<file path="config.mk">
export PLATFORM = sky130hd
export DESIGN_NAME = maze_gen_param
export DESIGN_NICKNAME = d
export VERILOG_FILES = /design/src/rtl/maze_pkg.sv /design/src/rtl/maze_lfsr.sv /design/src/rtl/maze_gen_param.sv
export SDC_FILE = /design/constraint.sdc
export NUM_CORES = 1
export LEC_CHECK = 0
export BUFFER_PORTS_ARGS = -buffer_cell sky130_fd_sc_hd__buf_2
export CORE_MARGIN = 1.5
export CORE_UTILIZATION = 30
export DETAILED_ROUTE_END_ITERATION = 10
export GPL_TIMING_DRIVEN = 0
export PLACE_DENSITY_LB_ADDON = 0.2
export SYNTH_ARGS = -nofsm -noshare
export SYNTH_HDL_FRONTEND = slang
export SYNTH_SLANG_ARGS = --single-unit
export TNS_END_PERCENT = 30
</file>
<file path="constraint.sdc">
create_clock -name clk -period 7.1 [get_ports clk]
set_input_delay 0.71 -clock clk [delete_from_list [all_inputs] [get_ports clk]]
set_output_delay 0.71 -clock clk [all_outputs]
set_load 0.005 [all_outputs]
</file>
<file path="src/rtl/maze_pkg.sv">
// Shared constants, state encoding and the side-clamping rule for the maze generator.
package maze_pkg;

   localparam int          MIN_N        = 5;
   localparam logic [15:0] DEFAULT_SEED = 16'hACE1;
   localparam logic [15:0] LFSR_TAPS    = 16'hB400;

   typedef enum logic [2:0] {
      IDLE,
      FILL,
      CARVE,
      OPEN,
      DONE
   } state_t;

   // Clamp the requested side into [MIN_N, max_n], then round down to odd.
   function automatic int clamp_side(input int n, input int max_n);
      int a;
      a = (n < MIN_N) ? MIN_N : ((n > max_n) ? max_n : n);
      if (a % 2 == 0) a = a - 1;
      return a;
   endfunction

endpackage

</file>
<file path="src/rtl/maze_lfsr.sv">
// Right-shifting Galois LFSR; a zero seed is replaced by DEFAULT_SEED so it never locks up.
module maze_lfsr
   import maze_pkg::*;
#(
   parameter int W = 16
) (
   input  logic         clk,
   input  logic         rst_sys,
   input  logic         load,
   input  logic         enable,
   input  logic [W-1:0] seed,
   output logic [W-1:0] out
);

   localparam logic [W-1:0] TAPS      = W'(LFSR_TAPS);
   localparam logic [W-1:0] SEED_ZERO = W'(DEFAULT_SEED);

   // NOTE: sequential state uses non-blocking (<=) so every flop samples pre-edge values.
   always_ff @(posedge clk) begin
      if (rst_sys) begin
         out <= SEED_ZERO;
      end else if (load) begin
         out <= (seed == '0) ? SEED_ZERO : seed;
      end else if (enable) begin
         out <= (out >> 1) ^ (out[0] ? TAPS : '0);
      end
   end

endmodule

</file>
<file path="src/rtl/maze_gen_param.sv">
// Binary-tree maze generator: fills a MAX_N x MAX_N wall map, carves one cell per
// cycle in row-major order, then opens the entrance and exit.
module maze_gen_param
   import maze_pkg::*;
#(
   parameter int MAX_N  = 19,
   parameter int NUM_W  = 5,
   parameter int SEED_W = 16
) (
   input  logic                   clk,
   input  logic                   rst_sys,
   input  logic                   rst_map,
   input  logic [NUM_W-1:0]       num,
   input  logic [SEED_W-1:0]      seed,
   output logic [MAX_N*MAX_N-1:0] map,
   output logic [NUM_W-1:0]       actual_num,
   output logic                   busy,
   output logic                   done
);

   localparam int               TILES = MAX_N * MAX_N;
   localparam int               IDX_W = $clog2(TILES);
   localparam logic [NUM_W-1:0] ZERO  = NUM_W'(0);
   localparam logic [NUM_W-1:0] ONE   = NUM_W'(1);
   localparam logic [NUM_W-1:0] TWO   = NUM_W'(2);

   state_t             state;
   state_t             state_next;
   logic               rst_map_q;
   logic               start;
   logic [NUM_W-1:0]   row;
   logic [NUM_W-1:0]   col;
   logic [NUM_W-1:0]   last_rc;
   logic               last_col;
   logic               last_cell;
   logic [SEED_W-1:0]  lfsr;
   logic               carve_left;
   logic               wall_en;
   logic [NUM_W-1:0]   wall_r;
   logic [NUM_W-1:0]   wall_c;

   function automatic logic [IDX_W-1:0] tile_idx(input logic [NUM_W-1:0] r,
                                                 input logic [NUM_W-1:0] c);
      return IDX_W'(int'(r) * MAX_N + int'(c));
   endfunction

   assign start      = rst_map & ~rst_map_q;
   assign last_rc    = actual_num - TWO;
   assign last_col   = (col == last_rc);
   assign last_cell  = last_col && (row == last_rc);
   assign carve_left = |(lfsr & SEED_W'(1));

   maze_lfsr #(.W(SEED_W)) u_lfsr (
      .clk    (clk),
      .rst_sys(rst_sys),
      .load   (start),
      .enable ((state == CARVE) && !start),
      .seed   (seed),
      .out    (lfsr)
   );

   always_ff @(posedge clk) begin
      if (rst_sys) begin
         rst_map_q <= 1'b0;
         state     <= IDLE;
      end else begin
         rst_map_q <= rst_map;
         state     <= state_next;
      end
   end

   // NOTE: every always_comb output gets a default first so no path can infer a latch.
   always_comb begin
      state_next = state;
      busy       = 1'b0;
      done       = 1'b0;
      case (state)
         IDLE:  state_next = IDLE;
         FILL:  begin busy = 1'b1; state_next = CARVE; end
         CARVE: begin busy = 1'b1; if (last_cell) state_next = OPEN; end
         OPEN:  begin busy = 1'b1; state_next = DONE; end
         DONE:  begin done = 1'b1; state_next = IDLE; end
         default: state_next = IDLE;
      endcase
      if (start) state_next = FILL;
   end

   // Wall removed alongside the current cell: west on row 1, north on column 1, else LFSR choice.
   always_comb begin
      wall_en = 1'b0;
      wall_r  = row;
      wall_c  = col;
      if (!(row == ONE && col == ONE)) begin
         wall_en = 1'b1;
         if (row == ONE)       wall_c = col - ONE;
         else if (col == ONE)  wall_r = row - ONE;
         else if (carve_left)  wall_c = col - ONE;
         else                  wall_r = row - ONE;
      end
   end

   // NOTE: map is plain flops rather than a RAM, so it can and does take a reset value.
   always_ff @(posedge clk) begin
      if (rst_sys) begin
         map        <= '1;
         actual_num <= '0;
         row        <= ONE;
         col        <= ONE;
      end else if (start) begin
         actual_num <= NUM_W'(clamp_side(int'(num), MAX_N));
         row        <= ONE;
         col        <= ONE;
      end else begin
         case (state)
            FILL: begin
               map <= '1;
               row <= ONE;
               col <= ONE;
            end
            CARVE: begin
               map[tile_idx(row, col)] <= 1'b0;
               if (wall_en) map[tile_idx(wall_r, wall_c)] <= 1'b0;
               if (last_col) begin
                  col <= ONE;
                  row <= row + TWO;
               end else begin
                  col <= col + TWO;
               end
            end
            OPEN: begin
               map[tile_idx(ONE, ZERO)]                <= 1'b0;
               map[tile_idx(last_rc, actual_num - ONE)] <= 1'b0;
            end
            default: ;
         endcase
      end
   end

endmodule

</file>
==> results.yml, run 1 <==
final_layout:
  multi_input_area_um2: 12700
  final.fill_count: 7777
  layout.cells.most_common_list: "buf_2 (422), dfxtp_1 (396), o21ai_0 (298)"
  fin_util_pct: 36.7
  layout.nets: 3277
  final_common_cell: "buf_2"
  seqCellArea_um2: 7930
  layout-drive-gt1-share_pct: 16.9
  area_delta_synth_final_pct: 21.4
power:
  switching_share_pct: 35.9
  p_per_area_nw_per_um2: 234
  power_frac_clock_pct: 39.2
  p_leak_uw: 0.00841
  combinationalPowerShare_pct: 22.8
  switchingPower_uw: 2240
  p_int_uw: 4000
  seq_power_share_pct: 38.0
  peakVddDrop_uv: 161
synth:
  synth_mux_area_share_pct: 0.347
  seq_area_frac_synth_pct: 36.1
  ys.flop_type: "dfxtp_1"
  avgSynthCellArea_um2: 8.01
  synthCells: 2744
  synth-seq-cells: 396
  ys_warn_count: 0
  synth-compound-area-share_pct: 30.9
  synth_edf_count: 0
  synth_top_family_by_area: "compound AO/OA/AOI/OAI gates"
  synthDistinctLibCells: 72
  async_reset_ff_share_pct: 0
  syn_area_um2: 22000
  syn-num-nets: 2838
  synth_adder_area_share_pct: 4.53
  synth_xor_area_share_pct: 1.70
  synth-simple-area-share_pct: 20.1
clock_network:
  clockBufferDepth: 3
  clock_latency_ns: 0.63
  cts_hold_buf: 0
  cts_made_buffers: 46
  cts-root-buf: "clkbuf_16"
  cts.sinks: 396
  postCtsSetupBuffers: 0
  cts_tree: "built"
  clkTransAtPathRegs_ns: 0.06
  h-tree-depth: 2
floorplanning:
  core_area_um2: 72700
  die_w_um: 274
  io_pins: 392
  std_cell_rows: 99
  chipHeight_um: 274
  initial_core_util_pct: 30.2
  die_area_um2: 74900
drt:
  vias: 26700
  remaining_drc_errors: 0
  first_pass_iters: 6
  drt-vias-per-instance: 6.38
  drtIter0Drc: 3664
  drt-total-wl_mm: 127
  wl_per_cell_um: 30.4
  ant_nets: 0
placed_design:
  io_buffers: 391
  dp_hpwl_mm: 94.4
  gp_congestion: 1.01
timing:
  fin_crit_sh_pct: 95.3
  relSlewSlack_pct: 3.96
  clock_skew_ns: 0.0305
  rsz0062_at_grt: "no"
  max_slew.worst_pin.slew_ns: 1.43
  maxSlewViolCount: 0
  finalHoldViolations: 0
  period_needed_ns: 6.77
  fmax_ghz: 0.148
  finalSetupViolCount: 0
  finalSetupTns_ns: 0
worst_setup_path:
  path_buf_inv: 5
  crit_slowest_cell: "nand2_1"
  cp-end-kind: "flop"
  cp.required_ns: 7.56
  startpoint_type: "flop"
  worst_path_largest_cell_delay_ns: 0.72
  crit_type: "reg2reg"
  worstPathMaxFanout: 10
  arrival_ns: 7.23
  crit_family: "simple AND/OR/NAND/NOR gates"
  crit_chain: "inv_1 -> ha_1 -> or4b_1 -> buf_2 -> a21oi_2 -> nand2_1 -> xnor2_1 -> inv_1 -> fa_1 -> inv_1 -> ha_1 -> ha_1 -> fa_1 -> clkbuf_1 -> nand2_1 -> nor2_1 -> nand2_1 -> nor2_1 -> a22oi_1"
grt:
  grt_pass1_wl_mm: 177
  grt_pass1_vias: 24400
  grt_max_degree: 14
  grt_use_total_pct: 32.3
  antenna_found_initial: 3
  gr-total-overflow: 0
min_path:
  hp-class: "in2reg"
outcome:
  status: "finished clean"
job:
  cap_violations: 0
cells in the mapped netlist, types with 12 or more instances:
| library cell | n | area (um2) |
|---|---|---|
| nand2b_1 | 23 | 144 |
| o21ai_0 | 299 | 1500 |
| nor4_1 | 63 | 394 |
| a21oi_1 | 40 | 200 |
| or3_1 | 13 | 81.3 |
| o22ai_1 | 16 | 100 |
| o221ai_1 | 41 | 359 |
| ha_1 | 54 | 676 |
| nand2_1 | 155 | 582 |
| xor2_1 | 12 | 105 |
| xnor2_1 | 23 | 201 |
| inv_1 | 51 | 191 |
| buf_2 | 30 | 150 |
| o31ai_1 | 38 | 285 |
| clkbuf_1 | 256 | 961 |
| o21ai_1 | 70 | 350 |
| fa_1 | 16 | 320 |
| o32ai_1 | 41 | 359 |
| a221oi_1 | 99 | 867 |
| o311ai_0 | 190 | 1660 |
| a211oi_1 | 19 | 143 |
| nor2_1 | 231 | 867 |
| dfxtp_1 | 396 | 7930 |
| nand3_1 | 38 | 190 |
| o211ai_1 | 66 | 495 |
| nor2b_1 | 25 | 156 |
| nand4_1 | 13 | 81.3 |
| nor3_1 | 291 | 1460 |
per-stage QoR:
stage          std cells  power [uW]  worst slack, ns  instance area (um2)  hold WS [ns]
2_1_floorplan       2744        3200             1.50                22000         0.455
3_3_place_gp        4094        3760           -0.103                25100         0.464
3_5_place_dp        4094        3760           -0.120                25100         0.466
4_1_cts             4176        6150           0.0140                26600         0.345
5_1_grt             4176        6400           0.0167                26700         0.358
6_report            4177        6250            0.331                26700         0.331
power groups by stage:
stage	Clock, uW	Combinational (uW)	Sequential (uW)
after floorplan	0	807	2390
after global placement	0	1340	2420
after detailed placement	0	1340	2420
after CTS	2430	1350	2370
after global routing	2520	1500	2380
final	2450	1420	2370
kinds of logic (layout without fill, tap and decap cells):
group	count (synthesis)	after routing
AOI/OAI and AO/OA	977	977
and+or+nand+nor	907	907
DFF	396	396
buffers and inverters	350	823
adders and majority gates	70	70
xor gates and xnor gates	38	38
muxes	6	6
other	0	1
worst register-to-register path, stage by stage, from the launching register on:
cell and delay (ns):
dfxtp_1 0.41, inv_1 0.21, ha_1 0.19, or4b_1 0.43, buf_2 0.22, a21oi_2 0.28
nand2_1 0.11, xnor2_1 0.37, inv_1 0.12, fa_1 0.53, inv_1 0.05, ha_1 0.29
ha_1 0.24, fa_1 0.58, clkbuf_1 0.41, nand2_1 0.25, nor2_1 0.71, nand2_1 0.73
nor2_1 0.35, a22oi_1 0.13
cell type report:
type                    instances  area share [%]
inverters                      51           0.718
plain buffers                 299            4.49
clock inverters                15           0.577
clock buffers                  67            5.02
multi-input cells            1998            47.6
repair buffers                391            7.34
flip-flops and latches        396            29.7
diodes                          1         0.00938
well taps                     959            4.50
metal layers:
| layer | vias up | track usage, % | part of all wire (%) |
|---|---|---|---|
| li1 | 11500 | - | - |
| met5 | - | 0 | 0 |
| met2 | 1858 | 48.1 | 42 |
| met3 | 458 | 8.81 | 11 |
| met4 | 0 | 19.1 | 6.9 |
| met1 | 12900 | 41.5 | 39 |
registers in the layout (all words and copies together) (netlist names):
signal      count
actual_num      5
col             5
map           361
row             5
rst_map_q       1
state           3
u_lfsr.out     16
timing repair:
item,4_1_cts,5_1_grt
gates resized for setup,1,17
pin swaps,0,0
endpoints found under the setup margin,10,170
final timing paths:
check,startpoint,end,slack [ns],cells after the start
max,col[1]$_SDFFE_PP0N_,map[92]$_SDFFE_PP1P_,0.33,19
min,seed[12],u_lfsr.out[12]$_SDFFE_PP0P_,0.33,3
max reg2reg,col[1]$_SDFFE_PP0N_,map[92]$_SDFFE_PP1P_,0.33,19
min reg2reg,map[88]$_SDFFE_PP1P_,map[88]$_SDFFE_PP1P_,0.47,2
Power figures use the tool's default switching activity.
==> inputs of run 2 (changes only) <==
--- a/config.mk
+++ b/config.mk
@@ -5,7 +5,7 @@
 export SDC_FILE = /design/constraint.sdc
 export NUM_CORES = 1
 export LEC_CHECK = 0
-export BUFFER_PORTS_ARGS = -buffer_cell sky130_fd_sc_hd__buf_2
+export BUFFER_PORTS_ARGS = -buffer_cell sky130_fd_sc_hd__clkbuf_2
 export CORE_MARGIN = 1.5
 export CORE_UTILIZATION = 30
 export DETAILED_ROUTE_END_ITERATION = 10
==> results.yml, run 2 (synthesis results as in run 1) <==
floorplanning:
  die_area_um2: 74900
  core_area_um2: 72700
  initial_core_util_pct: 30.2
  std_cell_rows: 99
  io_pins: 392
  die_w_um: 274
  chipHeight_um: 274
drt:
  drt-vias-per-instance: 6.36
  drt-total-wl_mm: 127
  first_pass_iters: 6
  ant_nets: 0
  remaining_drc_errors: 0
  drtIter0Drc: 3669
  wl_per_cell_um: 30.3
  vias: 26600
worst_setup_path:
  timing.rr.start: "col[1]$_SDFFE_PP0N_"
  crit_type: "reg2reg"
  cp-end-kind: "flop"
  critical_path.startpoint: "col[1]$_SDFFE_PP0N_"
  rrSetupSlack_ns: 0.33
  worstReg2RegEnd: "map[262]$_SDFFE_PP1P_"
  arrival_ns: 7.29
  cp.required_ns: 7.63
  worstPathMaxFanout: 10
  startpoint_type: "flop"
  critPathCapture: "map[262]$_SDFFE_PP1P_"
  rr_worst_depth: 21
timing:
  maxSlewViolCount: 0
  finalHoldViolations: 0
  fin_crit_sh_pct: 95.3
  clock_skew_ns: 0.0350
  whs_ns: 0.353
  worst_slack_ns: 0.333
  rsz0062_at_grt: "yes"
  max_slew.worst_pin.slew_ns: 1.42
  relSlewSlack_pct: 5.47
  period_needed_ns: 6.77
  fmax_ghz: 0.148
  finalSetupViolCount: 0
final_layout:
  seqCellArea_um2: 7930
  area_delta_synth_final_pct: 21.9
  final_common_cell: "clkbuf_2"
  multi_input_area_um2: 12700
  layout.cells.most_common_list: "clkbuf_2 (397), dfxtp_1 (396), o21ai_0 (298)"
  reg_top3: "map: 361 flops, u_lfsr.out: 16 flops"
  largest_reg_flops: 361
  layout.nets: 3279
  final.fill_count: 7772
  layout-drive-gt1-share_pct: 17.3
  regMostFlops: "map"
  instances_no_fill: 4182
  n_antenna_cell: 0
  finalInstanceArea_um2: 26800
grt:
  gr-total-overflow: 0
  grt_pass1_wl_mm: 177
  grt_pass1_vias: 24300
  grt_max_degree: 15
  antenna_found_initial: 4
  grt_use_total_pct: 32.3
placed_design:
  dp_cells: 4094
  dp_hpwl_mm: 94.4
  gp_congestion: 1.02
  pre_cts_ws_ns: -0.0989
  io_buffers: 391
  placed_area_um2: 25100
min_path:
  hp-class: "in2reg"
  whs_path_depth: 3
clock_network:
  h-tree-depth: 2
  clkTransAtPathRegs_ns: 0.06
  clock_latency_ns: 0.65
  clockBufferDepth: 3
  cts_made_buffers: 47
  cts.sinks: 396
  cts-root-buf: "clkbuf_16"
  cts_tree: "built"
job:
  cap_violations: 0
power:
  p_per_area_nw_per_um2: 236
  switching_share_pct: 35.5
  p_leak_uw: 0.00895
  combinationalPowerShare_pct: 22.5
  power_frac_clock_pct: 40.1
  seq_power_share_pct: 37.5
  switchingPower_uw: 2250
  peakVddDrop_uv: 176
  p_int_uw: 4080
outcome:
  status: "finished clean"
## run 2: cell count changes in the layout (fill, tap and decap cells not counted), sizes merged
cell      delta
clkbuf     +397
buf        -390
clkinv       +2
clkinvlp     -2
inv          -2
bufinv       +1
diode        -1
## run 2: per-layer routing
layer | wire, um | global-route usage, %
met3 | 14400 | 8.89
met5 | 40 | 0
met4 | 8370 | 18.5
met2 | 54400 | 48.6
met1 | 49500 | 41.4
## run 2: worst min path at each step
stage,startpoint,to,slack [ns]
after global routing,seed[13],u_lfsr.out[13]$_SDFFE_PP1P_,0.38
final,seed[12],u_lfsr.out[12]$_SDFFE_PP0P_,0.35
after CTS,seed[12],u_lfsr.out[12]$_SDFFE_PP0P_,0.34
after floorplan,u_lfsr.out[15]$_SDFFE_PP1P_,u_lfsr.out[14]$_SDFFE_PP0P_,0.46
after detailed placement,map[91]$_SDFFE_PP1P_,map[91]$_SDFFE_PP1P_,0.47
after global placement,map[91]$_SDFFE_PP1P_,map[91]$_SDFFE_PP1P_,0.47
## run 2: power groups by stage
stage | sequential, uW | combinational, uW | clock (uW)
after global placement | 2420 | 1350 | 0
final | 2370 | 1420 | 2540
after CTS | 2370 | 1350 | 2530
after detailed placement | 2420 | 1340 | 0
after global routing | 2380 | 1490 | 2630
after floorplan | 2390 | 807 | 0
## run 2: repair_timing
action / in CTS / in global routing
hold buffers: 0 / 0
buffers inserted: 0 / 1
hold endpoints to repair: 0 / 0
endpoints found under the setup margin: 10 / 186
resized for setup: 1 / 35
## run 2: worst max-delay path: stages (launching register included)
cell and delay, ns:
dfxtp_1 0.42, inv_1 0.21, ha_1 0.19, or4b_1 0.42, buf_2 0.21, a21oi_1 0.39
and3_1 0.24, xnor2_1 0.24, inv_1 0.13, fa_1 0.55, inv_1 0.05, ha_1 0.28
ha_1 0.30, ha_1 0.27, a211oi_1 0.35, nor2_1 0.14, xnor2_1 0.24, clkbuf_1 0.48
clkbuf_1 0.55, nand2_2 0.47, nor3_1 0.40, o21ai_0 0.13
## run 2: cell type report
type | count | area share (%)
buffer | 299 | 4.49
inverter | 51 | 0.714
timing repair buffer | 392 | 7.33
tap | 959 | 4.48
multi-input combinational | 1998 | 47.5
clock buffer | 73 | 5.20
clock inverter | 14 | 0.696
sequential | 396 | 29.6
## run 2: stage by stage
| step | TNS (ns) | total power [uW] | util (%) |
|---|---|---|---|
| final | 0 | 6340 | 36.8 |
| after floorplan | 0 | 3200 | - |
| after global routing | -0.333 | 6510 | 36.8 |
| after CTS | 0 | 6250 | 36.7 |
| after global placement | -0.518 | 3770 | 34.6 |
| after detailed placement | -0.844 | 3760 | 34.6 |
